## src/rtl/pkt_buf_rd_arb.sv

```systemverilog
// pkt_buf_rd_arb: arbitrates read requests from NUM_REQ requesters onto a single
// packet-buffer read port and routes the in-order read returns back to their owners.
//
// Ports:
//   clk, rst            - clock, asynchronous active-high reset
//   req_valid/req_addr  - per-requester read request and address (slice i*AWIDTH)
//   req_ready           - combinational one-hot grant
//   pkt_buf_rden/_rdaddress     - registered read command to the buffer
//   pkt_buf_rd_valid/_rddata    - read return from the buffer (in order)
//   resp_valid/resp_data/resp_id - registered response and its owner
//   outstanding         - number of reads in flight
//   err_underflow       - sticky: a read return arrived with nothing in flight
//
// Build option: define PKT_BUF_RD_FIXED_PRIO_EN for strict fixed priority (lowest
// index wins, no priority pointer); default is round-robin.
//
// NUM_REQ must be at least 2 and MAX_OUT a power of two of at least 2.

module pkt_buf_rd_arb #(
    parameter int unsigned NUM_REQ = 4,
    parameter int unsigned AWIDTH  = 15,
    parameter int unsigned DWIDTH  = 520,
    parameter int unsigned MAX_OUT = 8
) (
    input  logic                         clk,
    input  logic                         rst,
    input  logic [NUM_REQ-1:0]           req_valid,
    input  logic [NUM_REQ*AWIDTH-1:0]    req_addr,
    output logic [NUM_REQ-1:0]           req_ready,
    output logic                         pkt_buf_rden,
    output logic [AWIDTH-1:0]            pkt_buf_rdaddress,
    input  logic                         pkt_buf_rd_valid,
    input  logic [DWIDTH-1:0]            pkt_buf_rddata,
    output logic                         resp_valid,
    output logic [DWIDTH-1:0]            resp_data,
    output logic [$clog2(NUM_REQ)-1:0]   resp_id,
    output logic [$clog2(MAX_OUT):0]     outstanding,
    output logic                         err_underflow
);

    localparam int unsigned IDW = $clog2(NUM_REQ);
    localparam int unsigned PW  = $clog2(MAX_OUT);
    localparam int unsigned OW  = PW + 1;

    logic              full;
    logic              grant_any;
    logic [IDW-1:0]    grant_idx;
    logic [AWIDTH-1:0] grant_addr;
    logic              pop;

    logic [IDW-1:0]    tag_mem [MAX_OUT];
    logic [PW-1:0]     wr_ptr;
    logic [PW-1:0]     rd_ptr;

    // A pop in the same cycle does not free a slot for a grant: the full check
    // uses the registered count only.
    assign full = (outstanding == OW'(MAX_OUT));
    assign pop  = pkt_buf_rd_valid && (outstanding != '0);

`ifdef PKT_BUF_RD_FIXED_PRIO_EN
    always_comb begin
        logic [IDW-1:0] cand;
        grant_any = 1'b0;
        grant_idx = '0;
        cand      = '0;
        for (int unsigned i = 0; i < NUM_REQ; i++) begin
            cand = IDW'(i);
            if (!grant_any && req_valid[cand]) begin
                grant_any = 1'b1;
                grant_idx = cand;
            end
        end
        if (rst || full) begin
            grant_any = 1'b0;
        end
    end
`else
    logic [IDW-1:0] rr_ptr;

    // Search upward from the priority pointer, wrapping modulo NUM_REQ.
    always_comb begin
        int unsigned    sum;
        logic [IDW-1:0] cand;
        grant_any = 1'b0;
        grant_idx = '0;
        sum       = 0;
        cand      = '0;
        for (int unsigned i = 0; i < NUM_REQ; i++) begin
            sum = 32'(rr_ptr) + i;
            if (sum >= NUM_REQ) begin
                sum = sum - NUM_REQ;
            end
            cand = IDW'(sum);
            if (!grant_any && req_valid[cand]) begin
                grant_any = 1'b1;
                grant_idx = cand;
            end
        end
        if (rst || full) begin
            grant_any = 1'b0;
        end
    end

    always_ff @(posedge clk or posedge rst) begin
        if (rst) begin
            rr_ptr <= '0;
        end else if (grant_any) begin
            rr_ptr <= (grant_idx == IDW'(NUM_REQ - 1)) ? '0 : grant_idx + 1'b1;
        end
    end
`endif

    assign req_ready  = grant_any ? (NUM_REQ'(1) << grant_idx) : '0;
    assign grant_addr = req_addr[32'(grant_idx)*AWIDTH +: AWIDTH];

    // Tag storage holds only requester ids; no reset needed, pointers guard it.
    always_ff @(posedge clk) begin
        if (grant_any) begin
            tag_mem[wr_ptr] <= grant_idx;
        end
    end

    always_ff @(posedge clk or posedge rst) begin
        if (rst) begin
            pkt_buf_rden      <= 1'b0;
            pkt_buf_rdaddress <= '0;
            resp_valid        <= 1'b0;
            resp_data         <= '0;
            resp_id           <= '0;
            outstanding       <= '0;
            err_underflow     <= 1'b0;
            wr_ptr            <= '0;
            rd_ptr            <= '0;
        end else begin
            pkt_buf_rden <= grant_any;
            if (grant_any) begin
                pkt_buf_rdaddress <= grant_addr;
                wr_ptr            <= wr_ptr + 1'b1;
            end

            resp_valid <= pop;
            if (pop) begin
                resp_data <= pkt_buf_rddata;
                resp_id   <= tag_mem[rd_ptr];
                rd_ptr    <= rd_ptr + 1'b1;
            end

            // Returns with nothing in flight (e.g. reads issued before a reset).
            if (pkt_buf_rd_valid && (outstanding == '0)) begin
                err_underflow <= 1'b1;
            end

            case ({grant_any, pop})
                2'b10:   outstanding <= outstanding + 1'b1;
                2'b01:   outstanding <= outstanding - 1'b1;
                default: outstanding <= outstanding;
            endcase
        end
    end

endmodule

```

## config.mk

```make
export PLATFORM = sky130hd
export DESIGN_NAME = pkt_buf_rd_arb
export DESIGN_NICKNAME = d
export VERILOG_FILES = /design/src/rtl/pkt_buf_rd_arb.sv
export SDC_FILE = /design/constraint.sdc
export NUM_CORES = 1
export LEC_CHECK = 0
export ABC_AREA = 1
export CAP_MARGIN = 20
export CORE_AREA = 2 2 446 448
export DETAILED_ROUTE_END_ITERATION = 16
export DIE_AREA = 0 0 448 450
export PLACE_DENSITY_LB_ADDON = 0.3
export SLEW_MARGIN = 40
export SYNTH_ARGS = -nofsm -noshare
export SYNTH_HDL_FRONTEND = slang
export SYNTH_SLANG_ARGS = --single-unit
```

## constraint.sdc

```tcl
create_clock -name clk -period 22.3 [get_ports clk]
set_input_delay 4.46 -clock clk [delete_from_list [all_inputs] [get_ports clk]]
set_output_delay 4.46 -clock clk [all_outputs]
set_load 0.02 [all_outputs]
```

==> metrics.yaml, run 1 <==
drt:
  drc: 0
  vias_per_cell: 3.31
  drt_wl_total_mm: 121
  vias: 21400
  drt_first_pass_iters: 5
  drt_iter0_drc: 1355
  final_antenna_net_count: 0
  wl_per_cell_microns: 18.8
grt:
  grt_max_degree: 180
  grt_antenna_before_repair: 31
  track_usage_pct: 11.6
  grt_overflow: 0
  grt_pass1_wl_mm: 168
  grt_pass1_vias: 21900
final_layout:
  fin_area_sq_um: 39800
  final_common_cell: "nand2_1"
  drive_gt1_share_pct: 4.75
  mostFrequentLayoutCells: "nand2_1, clkdlybuf4s50_1, dfrtp_1"
  syn2layout_area_growth_pct: 76.0
  fin_cells: 6458
  finalNetCount: 4347
sta:
  tns_ns: 0
  fin_skew_ns: 0.0201
  finalCritPeriodShare_pct: 56.5
  hold_viol: 0
  rsz0062_at_grt: "false"
  setup_violations: 0
  fmax_mhz: 79.3
  fin_crit_ns: 12.61
  maxSlewViolCount: 0
  setup_ws_ns: 9.69
  worstMarginPinSlew_ns: 0.763
  relSlewSlack_pct: 49.1
synth:
  syn_inst: 2648
  async_flop_share_pct: 97.2
  syn_area_sq_um: 22600
  seq_area_frac_synth_pct: 63.3
  synth_ff_type: "dfrtp_1"
  syn_nets: 3244
  synthTopCellsByArea: "dfrtp_1, nand2_1, edfxtp_1"
  synth_edf_count: 16
  yosysUniqueCellTypes: 36
  syn_area_per_cell_sq_um: 8.53
  synth_top_area_share_pct: 61.1
  yosys_warnings: 0
  synth_top_area_cell: "dfrtp_1"
  synth.ff_latch_count: 568
power:
  ir_drop_v: 0.0000519
  totalPowerFinal_mw: 4.92
  power.density_nw_per_um2: 124
  power.leakage_nw: 18.5
clock_network:
  clk_path_buf_depth: 3
  cts_setup_buffers: 0
  cts_buffers: 79
  path_clk_slew_ns: 0.06
  cts_tree: "done"
  postCtsHoldBufs: 0
  root_buffer: "clkbuf_16"
  clock_sinks: 568
  clk_latency_ns: 0.69
  ctsResizeCount: 0
  htreeDepth: 3
die:
  die_x_microns: 448
  design.core.area_sq_um: 197000
  die_y_microns: 450
  start_util_pct: 11.5
  num_rows: 163
  ios: 1135
  die_area_sq_um: 202000
placement:
  placement.io_buffers: 1134
  place_area_sq_um: 36900
  dp.cells: 6306
  detailed_place_hpwl_mm: 92.5
  pre_cts_slack_ns: 9.68
  gp_congestion: 0.937
worst_setup_path:
  required_ns: 17.84
  critPathKind: "input pin to primary output"
  critical_path.max_fanout: 34
  arrival_ns: 8.15
  critPathLaunchType: "input pin"
  reg2reg_depth: 9
  critPathCaptureType: "primary output"
run_status:
  status: "finished clean"
job:
  max-cap-violations: 0
hold_path:
  holdPathStages: 1
  hp-class: "register to register"
[layout make-up]
type,instances,area (sq um)
fill,21800,157000
tap,2640,3300
antenna,9,22.5
timing repair buffer,1159,11700
multi-input combinational,1855,7390
inverter,88,353
sequential,568,14300
clock buffer,105,2220
clock inverter,34,495
[stage by stage]
stage | util [%] | hold WS [ns]
2_1_floorplan | - | 0.493
3_3_place_gp | 18.8 | 0.459
3_5_place_dp | 18.8 | 0.464
4_1_cts | 20.2 | 0.480
5_1_grt | 20.2 | 0.491
6_report | 20.2 | 0.474
[cells in the mapped netlist, types with 2 or more instances]
master,count
xor2_1,4
clkbuf_1,89
buf_6,3
nand3_1,30
nand2_1,1711
inv_1,85
nand2_2,4
buf_2,31
mux2i_1,3
ha_1,9
buf_4,3
nand4_1,30
nor2_2,2
o221ai_1,2
nor2_1,22
dfrtp_1,552
o21ai_0,11
buf_1,11
xnor2_1,3
nand3_2,12
edfxtp_1,16
[critical path: stages]
cell,delay (ns)
clkdlybuf4s50_1,0.48
inv_1,0.06
nand2_1,0.07
nand3_1,0.11
nand2_1,0.14
nor2_4,0.06
nand3_2,0.47
nand3_2,0.73
inv_1,0.51
ha_1,0.21
inv_1,0.05
nor2_1,0.12
clkdlybuf4s50_1,0.64
[sequential cells by signal (all words and copies together), names as in the netlist, 2 cells and up]
| register | count |
|---|---|
| resp_data | 520 |
| outstanding | 4 |
| tag_mem | 16 |
| rr_ptr | 2 |
| wr_ptr | 3 |
| pkt_buf_rdaddress | 15 |
| resp_id | 2 |
| rd_ptr | 3 |
[cells by family (layout without fill, tap and decap cells)]
kind of cell	count (synthesis)	after routing	synth area share, %
buffers and inverters	225	1386	4.07
flip-flops	568	568	63.3
adder cells (fa/ha/maj)	9	9	0.499
other	0	9	0
AO/OA/AOI/OAI	21	21	0.559
AND/OR/NAND/NOR	1815	1815	31.2
multiplexers	3	3	0.133
XOR/XNOR	7	7	0.271
[power by group]
group / leakage, nW / internal [mW] / switching, mW
Clock: 1.33 / 0.791 / 0.548
Sequential: 6.87 / 1.35 / 0.205
Combinational: 10.3 / 0.818 / 1.21
Total: 18.5 / 2.96 / 1.96
[worst paths after layout]
check | to | slack [ns] | startpoint
hold reg to reg | err_underflow | 0.47 | err_underflow
hold / removal | err_underflow | 0.47 | err_underflow
setup / recovery | req_ready[3] | 9.69 | req_valid[1]
min in group asynchronous | resp_data[0] | 4.38 | rst
setup reg to reg | resp_data[286] | 18.46 | outstanding[1]
max in group asynchronous | resp_data[389] | 15.48 | rst
[routing by layer]
layer | global-route usage (%) | routed length [microns] | vias up
met3 | 3.75 | 10300 | 149
li1 | - | - | 10200
met2 | 19.5 | 59000 | 761
met4 | 3.21 | 2500 | 2
met1 | 14.1 | 49500 | 10200
met5 | 0 | 13 | -
Power figures use the tool's default switching activity.
==> run 2: changes to the inputs <==
--- a/config.mk
+++ b/config.mk
@@ -7,9 +7,9 @@
 export LEC_CHECK = 0
 export ABC_AREA = 1
 export CAP_MARGIN = 20
-export CORE_AREA = 2 2 446 448
+export CORE_AREA = 2 2 437 439
 export DETAILED_ROUTE_END_ITERATION = 16
-export DIE_AREA = 0 0 448 450
+export DIE_AREA = 0 0 439 441
 export PLACE_DENSITY_LB_ADDON = 0.3
 export SLEW_MARGIN = 40
 export SYNTH_ARGS = -nofsm -noshare
==> constraint.sdc (replaced) <==
create_clock -name clk -period 11.5 [get_ports clk]
set_input_delay 2.3 -clock clk [delete_from_list [all_inputs] [get_ports clk]]
set_output_delay 2.3 -clock clk [all_outputs]
set_load 0.02 [all_outputs]
==> metrics.yaml, run 2 (same netlist as run 1, synthesis figures left out) <==
job:
  max-cap-violations: 0  # unchanged
sta:
  finalCritPeriodShare_pct: 70.9
  setup_violations: 0  # unchanged
  tns_ns: 0  # unchanged
  relSlewSlack_pct: 41.2  # was 49.1%
  fmax_mhz: 123
  fin_crit_ns: 8.16
  rsz0062_at_grt: "false"  # unchanged
  fin_skew_ns: 0.0355  # was 0.0201 ns
  worstMarginPinSlew_ns: 0.882  # was 0.763 ns
  hold_viol: 0  # unchanged
  maxSlewViolCount: 0  # unchanged
die:
  start_util_pct: 11.9  # was 11.5%
  die_area_sq_um: 194000  # was 202000 sq um
  die_y_microns: 441  # was 450 microns
  die_x_microns: 439  # was 448 microns
  num_rows: 160  # was 163
  design.core.area_sq_um: 189000  # was 197000 sq um
  ios: 1135  # unchanged
drt:
  vias_per_cell: 3.39  # was 3.31
  drt_first_pass_iters: 5  # unchanged
  vias: 21400  # about the same
  final_antenna_net_count: 0  # unchanged
  drt_wl_total_mm: 117  # was 121 mm
  top_layer: "met5"  # unchanged
  drt_iter0_drc: 1292  # was 1355
  drt-met1-wl_mm: 48.6  # was 49.5 mm
  wl_met2_mm: 57.2  # was 59.0 mm
  wl_per_cell_microns: 18.6  # was 18.8 microns
  met3_length_mm: 9.32  # was 10.3 mm
  drc: 0  # unchanged
placement:
  place_area_sq_um: 36800  # was 36900 sq um
  detailed_place_hpwl_mm: 89.3  # was 92.5 mm
  placement.io_buffers: 1134  # unchanged
  dp.cells: 6175  # was 6306
  gp_congestion: 0.853  # was 0.937
clock_network:
  path_clk_slew_ns: 0.05  # was 0.06 ns
  postCtsHoldBufs: 0  # unchanged
  clk_latency_ns: 0.69  # about the same
  cts_tree: "done"  # unchanged
  ctsResizeCount: 0  # unchanged
  clk_path_buf_depth: 3  # unchanged
  htreeDepth: 3  # unchanged
  root_buffer: "clkbuf_16"  # unchanged
  cts_setup_buffers: 0  # unchanged
  cts_buffers: 76  # was 79
  clock_sinks: 568  # unchanged
final_layout:
  mostFrequentLayoutCells: "nand2_1, clkdlybuf4s50_1, dfrtp_1"  # unchanged
  final_common_cell: "nand2_1"  # unchanged
  largest_reg_flops: 520  # unchanged
  drive_gt1_share_pct: 4.19  # was 4.75%
  largest-register: "resp_data"  # unchanged
  syn2layout_area_growth_pct: 74.4  # was 76.0%
  fin_cells: 6315  # was 6458
  fin_area_sq_um: 39400  # was 39800 sq um
  largestRegisters: "resp_data x520, tag_mem x16, pkt_buf_rdaddress x15"  # unchanged
  finalNetCount: 4340  # was 4347
  fill_cells: 20900  # was 21800
worst_setup_path:
  rr_endpoint: "outstanding[2]"  # was resp_data[286]
  critPathLaunchType: "input pin"  # unchanged
  reg2reg_depth: 13  # was 9
  arrival_ns: 5.86  # was 8.15 ns
  crit_end: "req_ready[3]"  # unchanged
  r2r-start: "outstanding[1]"  # unchanged
  critPathKind: "input pin to primary output"  # unchanged
  startpoint: "req_valid[1]"  # unchanged
  required_ns: 9.20  # was 17.84 ns
  rrSetupSlack_ns: 7.90  # was 18.46 ns
  critPathCaptureType: "primary output"  # unchanged
  critical_path.max_fanout: 34  # unchanged
grt:
  track_usage_pct: 11.5  # was 11.6%
  grt_antenna_before_repair: 24  # was 31
  grt_max_degree: 184  # was 180
  grt_pass1_wl_mm: 161  # was 168 mm
  grt_pass1_vias: 21400  # was 21900
  grt_overflow: 0  # unchanged
hold_path:
  hp-class: "register to register"  # unchanged
run_status:
  status: "finished clean"  # unchanged
power:
  power.density_nw_per_um2: 238  # was 124 nW/um^2
  power.leakage_nw: 18.4  # was 18.5 nW
  ir_drop_v: 0.000134  # was 0.0000519 V
run 2: cell count changes in the layout (fill, tap and decap cells not counted), moves of 2 or more:
cell / previous run / this run
clkinv_16: 3 / 1
buf_12: 5 / 11
clkbuf_1: 11 / 20
diode_2: 9 / 7
clkbuf_8: 15 / 9
buf_6: 6 / 0
buf_4: 11 / 6
clkinv_4: 3 / 0
clkbuf_16: 79 / 77
run 2: worst min-delay path by stage:
stage | cells past startpoint | to | from
after global placement | 1 | err_underflow | err_underflow
after floorplan | 2 | wr_ptr[0] | wr_ptr[0]
final | 2 | resp_data[338] | resp_data[338]
after CTS | 2 | resp_data[209] | resp_data[209]
after detailed placement | 2 | resp_data[427] | resp_data[427]
after global routing | 2 | resp_data[409] | resp_data[409]
run 2: stage by stage:
stage / util (%) / power (mW) / hold WS, ns / setup WS, ns
2_1_floorplan: - / 4.93 / 0.493 / 1.69
3_3_place_gp: 19.4 / 6.99 / 0.460 / 3.02
3_5_place_dp: 19.5 / 7.00 / 0.464 / 3.38
4_1_cts: 20.8 / 9.53 / 0.479 / 3.38
5_1_grt: 20.8 / 9.94 / 0.488 / 3.02
6_report: 20.8 / 9.36 / 0.474 / 3.34
run 2: cell type report:
class	count	area (sq um)	area share [%]
Sequential cell	568	14300	36.3
Timing Repair Buffer	1155	11700	29.8
Multi-Input combinational cell	1855	7390	18.7
Tap cell	2511	3140	7.97
Clock buffer	106	2130	5.40
Clock inverter	25	363	0.921
Inverter	88	344	0.873
Antenna cell	7	17.5	0.0445
run 2: critical path: stages:
cell	delay [ns]
clkdlybuf4s50_1	0.48
inv_1	0.06
nand2_1	0.07
nand3_1	0.10
nand2_1	0.15
nor2_4	0.07
nand3_2	0.45
nand3_2	0.68
inv_1	0.48
ha_1	0.21
inv_1	0.05
nor2_1	0.13
clkdlybuf4s50_1	0.62
run 2: power by group:
group	internal [mW]	switching [mW]	leakage, nW
Combinational	1.59	2.30	10.3
Sequential	2.61	0.430	6.87
Clock	1.43	0.990	1.22
Total	5.64	3.72	18.4
run 2: routing by layer:
layer  vias up  GRT usage, %
met5         -             0
met4         2          3.09
li1      10200             -
met2       783          19.1
met3       134          3.61
met1     10300          14.3
==> run 3: changes to the inputs <==
--- a/config.mk
+++ b/config.mk
@@ -7,9 +7,9 @@
 export LEC_CHECK = 0
 export ABC_AREA = 1
 export CAP_MARGIN = 20
-export CORE_AREA = 2 2 437 439
+export CORE_AREA = 2 2 446 448
 export DETAILED_ROUTE_END_ITERATION = 16
-export DIE_AREA = 0 0 439 441
+export DIE_AREA = 0 0 448 450
 export PLACE_DENSITY_LB_ADDON = 0.3
 export SLEW_MARGIN = 40
 export SYNTH_ARGS = -nofsm -noshare
==> constraint.sdc (replaced) <==
create_clock -name clk -period 8.29 [get_ports clk]
set_input_delay 1.658 -clock clk [delete_from_list [all_inputs] [get_ports clk]]
set_output_delay 1.658 -clock clk [all_outputs]
set_load 0.02 [all_outputs]
==> metrics.yaml, run 3 (same netlist as run 1, synthesis figures left out) <==
placement:
  place_area_sq_um: 37000  # was 36800 sq um
  gp_congestion: 0.907  # was 0.853
  pre_cts_slack_ns: 1.73  # was 3.38 ns
  placement.io_buffers: 1134  # unchanged
  detailed_place_hpwl_mm: 91.4  # was 89.3 mm
worst_setup_path:
  startpoint: "req_valid[1]"  # unchanged
  rr_endpoint: "tag_mem[7][1]"  # was outstanding[2]
  cp_cell_sequence: "clkdlybuf4s50_1 -> inv_1 -> nand2_1 -> nand3_1 -> nand2_1 -> nor2_4 -> nand3_2 -> nand3_2 -> buf_4 -> inv_1 -> ha_1 -> inv_1 -> nor2_1 -> clkdlybuf4s50_1"  # was clkdlybuf4s50_1 -> inv_1 -> nand2_1 -> nand3_1 -> nand2_1 -> nor2_4 -> nand3_2 -> nand3_2 -> inv_1 -> ha_1 -> inv_1 -> nor2_1 -> clkdlybuf4s50_1
  arrival_ns: 4.96  # was 5.86 ns
  reg2reg_depth: 11  # was 13
  critical_path.max_stage_delay_ns: 0.54  # was 0.68 ns
  required_ns: 6.63  # was 9.20 ns
  critPathCaptureType: "primary output"  # unchanged
  critPathKind: "input pin to primary output"  # unchanged
  rrSetupSlack_ns: 4.92  # was 7.90 ns
  critical_path.max_fanout: 34  # unchanged
  crit_slowest_cell: "clkdlybuf4s50_1"  # was nand3_2
  cpMostUsedCell: "inv_1"  # unchanged
  critPathLaunchType: "input pin"  # unchanged
  r2r-start: "rr_ptr[0]"  # was outstanding[1]
power:
  power.density_nw_per_um2: 328  # was 238 nW/um^2
  netSwitchingFraction_pct: 40.4  # was 39.8%
  totalPowerFinal_mw: 12.9  # was 9.36 mW
  clockPowerShare_pct: 25.6  # was 25.9%
  p_comb_share_pct: 42.0  # was 41.6%
  ir_drop_v: 0.000142  # was 0.000134 V
  p_sw_mw: 5.23  # was 3.72 mW
  power_frac_seq_pct: 32.4  # was 32.5%
  power.leakage_nw: 18.4  # about the same
  internal-power_mw: 7.72  # was 5.64 mW
final_layout:
  fin_util_pct: 20.1  # was 20.8%
  largest-register: "resp_data"  # unchanged
  mostFrequentLayoutCells: "nand2_1, clkdlybuf4s50_1, dfrtp_1"  # unchanged
  syn2layout_area_growth_pct: 74.8  # was 74.4%
  drive_gt1_share_pct: 4.31  # was 4.19%
  fin_area_sq_um: 39500  # was 39400 sq um
  largest_reg_flops: 520  # unchanged
  fill_cells: 21900  # was 20900
  final_common_cell: "nand2_1"  # unchanged
  finalNetCount: 4344  # was 4340
  largestRegisters: "resp_data x520, tag_mem x16, pkt_buf_rdaddress x15"  # unchanged
hold_path:
  holdPathStages: 2  # unchanged
  min_to: "resp_data[275]"  # was resp_data[338]
  hp-class: "register to register"  # unchanged
  min_from: "resp_data[275]"  # was resp_data[338]
sta:
  fin_hold_ws_ns: 0.473  # was 0.474 ns
  fin_skew_ns: 0.0205  # was 0.0355 ns
  rsz0062_at_grt: "false"  # unchanged
  fin_crit_ns: 6.62
  relSlewSlack_pct: 45.8  # was 41.2%
  maxSlewViolCount: 0  # unchanged
  fmax_mhz: 151
  setup_ws_ns: 1.67  # was 3.34 ns
  setup_violations: 0  # unchanged
  finalCritPeriodShare_pct: 79.8
  hold_viol: 0  # unchanged
  worstMarginPinSlew_ns: 0.813  # was 0.882 ns
die:
  die_x_microns: 448  # was 439 microns
  design.core.area_sq_um: 197000  # was 189000 sq um
  die_y_microns: 450  # was 441 microns
  num_rows: 163  # was 160
  ios: 1135  # unchanged
  die_area_sq_um: 202000  # was 194000 sq um
  start_util_pct: 11.5  # was 11.9%
clock_network:
  cts_buffers: 76  # unchanged
  postCtsHoldBufs: 0  # unchanged
  ctsResizeCount: 0  # unchanged
  root_buffer: "clkbuf_16"  # unchanged
  clk_path_buf_depth: 3  # unchanged
  path_clk_slew_ns: 0.05  # about the same
  clock_sinks: 568  # unchanged
  htreeDepth: 3  # unchanged
  clk_latency_ns: 0.68  # was 0.69 ns
  cts_tree: "done"  # unchanged
  cts_setup_buffers: 0  # unchanged
grt:
  grt_pass1_wl_mm: 168  # was 161 mm
  track_usage_pct: 11.6  # was 11.5%
  grt_pass1_vias: 21900  # was 21400
  globalRouteMet1Util_pct: 14.0  # was 14.3%
  grt_overflow: 0  # unchanged
  grt_antenna_before_repair: 18  # was 24
  use_met2_pct: 19.0  # was 19.1%
  use_met3_pct: 3.71  # was 3.61%
  busiest_layer: "met2"  # unchanged
  grt_max_degree: 135  # was 184
job:
  max-cap-violations: 0  # unchanged
drt:
  drt_wl_total_mm: 121  # was 117 mm
  vias: 21600  # was 21400
  drt_iter0_drc: 1539  # was 1292
  final_antenna_net_count: 0  # unchanged
  wl_per_cell_microns: 18.7  # was 18.6 microns
  drt_first_pass_iters: 5  # unchanged
  vias_per_cell: 3.35  # was 3.39
  drc: 0  # unchanged
run_status:
  status: "finished clean"  # unchanged
==> run 3: worst max-delay path, delay by kind of cell <==
kind | cells | cell delay (ns)
adder cells (fa/ha/maj) | 1 | 0.24
buffers and inverters | 6 | 1.69
AND/OR/NAND/NOR | 7 | 1.34
==> run 3: routing by layer <==
layer	up-vias	wire, microns
li1	10200	-
met1	10400	49000
met2	801	57500
met3	165	9890
met4	2	4460
met5	-	13
==> run 3: area by class of cell <==
type                            count  area [sq um]  area share (%)
Clock inverter                     26           282           0.713
Antenna cell                       10          25.0          0.0634
Inverter                           88           344           0.871
Tap cell                         2640          3300            8.36
Timing Repair Buffer             1159         11700            29.7
Sequential cell                   568         14300            36.2
Multi-Input combinational cell   1855          7390            18.7
Clock buffer                      106          2140            5.41
==> run 3: worst max path at each step <==
stage | endpoint | cells past startpoint
2_1_floorplan | err_underflow | 1
3_3_place_gp | req_ready[3] | 14
3_5_place_dp | req_ready[3] | 14
4_1_cts | req_ready[3] | 14
5_1_grt | req_ready[3] | 14
6_report | req_ready[3] | 14
==> run 3: power groups by stage <==
stage | Clock (mW) | Combinational, mW | Sequential, mW
after floorplan | 0 | 1.79 | 5.05
after CTS | 3.49 | 5.54 | 4.19
after global routing | 3.59 | 5.90 | 4.29
final | 3.31 | 5.44 | 4.19
after global placement | 0 | 5.52 | 4.21
after detailed placement | 0 | 5.52 | 4.21
==> run 3: metrics by stage <==
stage	TNS [ns]	instances
finish	0	6452
global route	0	6447
CTS	0	6440
detailed placement	0	6308
global placement	0	6307
floorplan	-485.66	2648
